===== config.mk =====
export PLATFORM = sky130hd
export DESIGN_NAME = mul_issue_stage
export DESIGN_NICKNAME = d
export VERILOG_FILES = /design/src/rtl/mul_issue_stage.sv
export SDC_FILE = /design/constraint.sdc
export NUM_CORES = 1
export LEC_CHECK = 0
export CORE_MARGIN = 4
export CORE_UTILIZATION = 43
export CTS_BUF_LIST = sky130_fd_sc_hd__clkbuf_4 sky130_fd_sc_hd__clkbuf_8
export CTS_CLUSTER_DIAMETER = 120
export DETAILED_ROUTE_END_ITERATION = 8
export PLACE_DENSITY = 0.81
export SLEW_MARGIN = 20
export SYNTH_ARGS = -nofsm -noshare
export SYNTH_HDL_FRONTEND = slang
export SYNTH_SLANG_ARGS = --single-unit
export TNS_END_PERCENT = 50

===== constraint.sdc =====
create_clock -name i_clock -period 2.05 [get_ports i_clock]
set_clock_uncertainty 0.1 [all_clocks]
set_input_delay 0.41 -clock i_clock [delete_from_list [all_inputs] [get_ports i_clock]]
set_output_delay 0.41 -clock i_clock [all_outputs]
set_load 0.01 [all_outputs]

===== src/rtl/mul_issue_stage.sv =====
// mul_issue_stage: control stage in front of a sequential shift-and-add
// multiplier. It takes one operand pair, holds it steady while the
// multiplier works, and passes the product downstream. A zero operand can
// skip the multiplier, and a watchdog stops a lost finished pulse from
// stalling the pipe.
module mul_issue_stage #(
  parameter int BITS        = 8,
  parameter int TIMEOUT     = 2*BITS+4,
  parameter bit ZERO_BYPASS = 1'b1
) (
  input  logic              i_clock,
  input  logic              i_reset,
  input  logic              i_valid,
  output logic              o_ready,
  input  logic [BITS-1:0]   i_a,
  input  logic [BITS-1:0]   i_b,
  output logic              o_start,
  output logic [BITS-1:0]   o_multiplicand,
  output logic [BITS-1:0]   o_multiplier,
  input  logic              i_finished,
  input  logic [2*BITS-1:0] i_product,
  output logic              o_valid,
  input  logic              i_ready,
  output logic [2*BITS-1:0] o_product,
  output logic              o_error,
  output logic              o_busy
);

  // The watchdog must outlast a nominal multiply of BITS cycles.
  if (TIMEOUT <= BITS) begin : g_bad_timeout
    $error("mul_issue_stage: TIMEOUT must be greater than BITS");
  end

  localparam int CW = $clog2(TIMEOUT+1);

  typedef enum logic [1:0] {IDLE, START, BUSY, DONE} state_t;

  state_t              state, state_nxt;
  logic [BITS-1:0]     a_q, b_q;
  logic [2*BITS-1:0]   prod_q;
  logic                err_q;
  logic [CW-1:0]       cnt;
  logic                accept;
  logic                zero_op;
  logic                timeout_hit;

  assign accept      = (state == IDLE) && i_valid;
  assign zero_op     = ZERO_BYPASS && ((i_a == '0) || (i_b == '0));
  assign timeout_hit = (cnt == CW'(TIMEOUT-1));

  // Next-state logic. In BUSY a finished pulse takes priority over the
  // watchdog, so a result that arrives on the last allowed cycle is kept.
  always_comb begin
    state_nxt = state;
    case (state)
      IDLE:  if (accept) state_nxt = zero_op ? DONE : START;
      START: state_nxt = BUSY;
      BUSY:  if (i_finished || timeout_hit) state_nxt = DONE;
      DONE:  if (i_ready) state_nxt = IDLE;
      default: state_nxt = IDLE;
    endcase
  end

  // State register; reset drops any in-flight op without producing a result.
  always_ff @(posedge i_clock) begin
    if (i_reset) state <= IDLE;
    else         state <= state_nxt;
  end

  // Operand registers: loaded only on accept, so the multiplier sees stable
  // inputs from START through the end of BUSY.
  always_ff @(posedge i_clock) begin
    if (i_reset) begin
      a_q <= '0;
      b_q <= '0;
    end else if (accept) begin
      a_q <= i_a;
      b_q <= i_b;
    end
  end

  // Watchdog counter: cleared in START and advanced in BUSY. It stops at
  // TIMEOUT-1 because the state leaves BUSY on that cycle, so it never wraps.
  always_ff @(posedge i_clock) begin
    if (i_reset)                            cnt <= '0;
    else if (state == START)                cnt <= '0;
    else if (state == BUSY && !timeout_hit) cnt <= cnt + 1'b1;
  end

  // Result capture: bypass zero, real product, or abort. All three are held
  // through DONE until the downstream handshake completes.
  always_ff @(posedge i_clock) begin
    if (i_reset) begin
      prod_q <= '0;
      err_q  <= 1'b0;
    end else if (accept && zero_op) begin
      prod_q <= '0;
      err_q  <= 1'b0;
    end else if (state == BUSY && i_finished) begin
      prod_q <= i_product;
      err_q  <= 1'b0;
    end else if (state == BUSY && timeout_hit) begin
      prod_q <= '0;
      err_q  <= 1'b1;
    end
  end

  assign o_ready        = (state == IDLE);
  assign o_start        = (state == START);
  assign o_valid        = (state == DONE);
  assign o_busy         = (state != IDLE);
  assign o_multiplicand = a_q;
  assign o_multiplier   = b_q;
  assign o_product      = prod_q;
  assign o_error        = err_q;

endmodule


==> flow_summary.json <==
{
  "p_sw_share_pct": 33.6,
  "gr-max-usage-layer": "met2",
  "diodes": 0,
  "critical_path_class": "reg2out",
  "mostFrequentLayoutCell": "clkdlybuf4s50_1",
  "pin_count": 74,
  "row_count": 22,
  "drt-total-wl_um": 4310,
  "critical_path.cell_chain": "inv_1 -> ha_1 -> clkdlybuf4s50_1",
  "grt_first_pass_wirelength_um": 6990,
  "peakVddDrop_mv": 0.645,
  "tightest_slew_ps": 546,
  "power.internal_mw": 1.64,
  "htreeDepth": 2,
  "post_cts_buffers": 0,
  "setup_viol": 0,
  "via_count": 1561,
  "wl_per_cell_um": 14.1,
  "powerDensity_nw_per_um2": 958,
  "crit_fanout": 4,
  "power.total_mw": 2.47,
  "drv_slew": 0,
  "tns_ps": 0,
  "drive_above_1_share_pct": 12.1,
  "layout_setup_ws_ps": 72.2,
  "syn_area_um2": 1710,
  "grt_start_max_net_pins": 18,
  "initialDrtViolationCount": 114,
  "critPathLaunch": "state[1]$_SDFFE_PP0P_",
  "grt-ovfl-total": 0,
  "rsz0062_at_grt": "no",
  "use_met2_pct": 30.0,
  "dp_hpwl_um": 3240,
  "worstSkewPairLatency_ps": 290,
  "use_met3_pct": 5.40,
  "arrival_ps": 1470,
  "antenna_found_initial": 0,
  "crit_path_max_incr_delay_ps": 480,
  "firstDrtPassIters": 4,
  "fin_util_pct": 68.7,
  "finalHoldViolCount": 0,
  "crit_required_ps": 1540,
  "syn_inst": 180,
  "cts_tree": "built",
  "hp-class": "reg2reg",
  "fp.dieW_um": 71,
  "cts_buffers": 5,
  "hold_start": "o_multiplier[5]$_SDFFE_PP0P_",
  "p_switching_uw": 828,
  "dieArea_um2": 5040,
  "seq_power_share_pct": 39.3,
  "critPathCaptureType": "output pin",
  "synth.distinct_cells": 28,
  "worstSetupStartpointType": "flip-flop",
  "post-route-period-util_pct": 96.5,
  "slowest_stage": "clkdlybuf4s50_1",
  "avgViaCountPerCell": 5.12,
  "yosysWarnings": 0,
  "place_ws_ps": 22.2,
  "core_um2": 3740,
  "drcViolationCount": 0,
  "ys_seq_area_share_pct": 46.9,
  "synth_nets": 223,
  "root_buffer": "clkbuf_8",
  "status": "finished, final reports clean",
  "p_clk_share_pct": 20.1,
  "drv_cap": 0,
  "period_needed_ps": 1980,
  "place_congestion": 0.746,
  "ant_nets": 0,
  "fmax_ghz": 0.506,
  "clk_pin_slew_worst_paths_ps": 70,
  "relSlewSlack_pct": 63.5,
  "area_delta_synth_final_pct": 50.7,
  "grt_pass1_vias": 1543,
  "clockBufferDepth": 2,
  "port_buffers": 73,
  "initial_utilization_pct": 45.6,
  "clkSinkCount": 40,
  "use_met1_pct": 19.9,
  "timing.rr.start": "state[0]$_SDFFE_PP0P_",
  "ys_ff_latch": 40,
  "grt_use_total_pct": 17.4,
  "p_comb_share_pct": 40.6,
  "layout_common_cells": "clkdlybuf4s50_1 (71), dfxtp_1 (40), nand2_1 (36)",
  "fillers": 328,
  "die_y_um": 71,
  "final_nets": 300,
  "syn_area_per_cell_um2": 9.48,
  "p_leak_nw": 0.949
}
## Yosys cell counts (all sizes together)
| cell type | n | area (um2) |
|---|---|---|
| nor2 | 1 | 3.75 |
| mux2i | 1 | 10.0 |
| nor3 | 23 | 165 |
| nand3 | 2 | 10.0 |
| inv | 4 | 15.0 |
| and2 | 2 | 15.0 |
| xor2 | 4 | 35.0 |
| nand2b | 2 | 12.5 |
| nand2 | 36 | 135 |
| buf | 9 | 66.3 |
| a32o | 1 | 10.0 |
| nand4bb | 1 | 11.3 |
| ha | 6 | 75.1 |
| a21oi | 19 | 118 |
| and4bb | 1 | 16.3 |
| nand4 | 2 | 12.5 |
| dfxtp | 40 | 801 |
| a22oi | 16 | 120 |
| o221ai | 1 | 15.0 |
| nor4 | 5 | 31.3 |
| clkbuf | 3 | 21.3 |
| a211oi | 1 | 7.51 |
## cells by family after synthesis
group	after synthesis	share of synthesized area [%]
buf+inv	16	6.01
flops	40	46.9
compound gates	38	15.8
simple gates	75	24.2
fa+ha+maj	6	4.40
xor+xnor	4	2.05
mux	1	0.587
## flip-flops by register name, indices dropped and copies added, names as in the netlist
register        count
o_product          16
o_multiplicand      8
cnt                 5
o_multiplier        8
o_error             1
state               2
## per-stage QoR
stage	instances	hold slack [ps]	area, um2
after floorplan	180	381	1710
after global placement	298	341	2490
after detailed placement	298	348	2490
after CTS	305	356	2570
after global routing	305	380	2570
final	305	356	2570
## area by class of cell
cell class	instances	area, um2	area share [%]
multi-input cells	124	803	31.2
repair buffers	82	812	31.6
clock inverters	1	5.00	0.195
flip-flops and latches	40	801	31.1
inverters	4	15.0	0.584
well taps	48	60.1	2.33
clock buffers	6	76.3	2.97
## repair_timing
item	in CTS	in global routing
hold buffers	0	0
endpoints found under the setup margin	1	1
gates resized for setup	1	1
## power groups by stage
stage	registers (mW)	clock network (mW)	logic, mW
5_1_grt	0.981	0.551	1.09
6_report	0.968	0.497	1.00
2_1_floorplan	1.02	0	0.525
3_5_place_dp	0.985	0	1.01
3_3_place_gp	0.980	0	1.00
4_1_cts	0.968	0.508	1.02
## metal layers
metal / wire length [um] / part of all wire [%]
met1: 1880 / 44
met2: 2120 / 49
met3: 238 / 5.5
met4: 64 / 1.5
met5: 0 / 0
## worst max-delay path: cells and delay by family, from the launching register on
family / cells / cell delay [ps]
buf+inv: 2 / 580
flops: 1 / 390
fa+ha+maj: 1 / 210
## worst paths after layout
path	to	depth (start not counted)	slack, ps
max	o_start	3	70
min	o_multiplier[5]$_SDFFE_PP0P_	2	360
max reg2reg	o_product[13]$_SDFFE_PP0P_	6	150
min reg2reg	o_multiplier[5]$_SDFFE_PP0P_	2	360
Power figures use the tool's default switching activity.
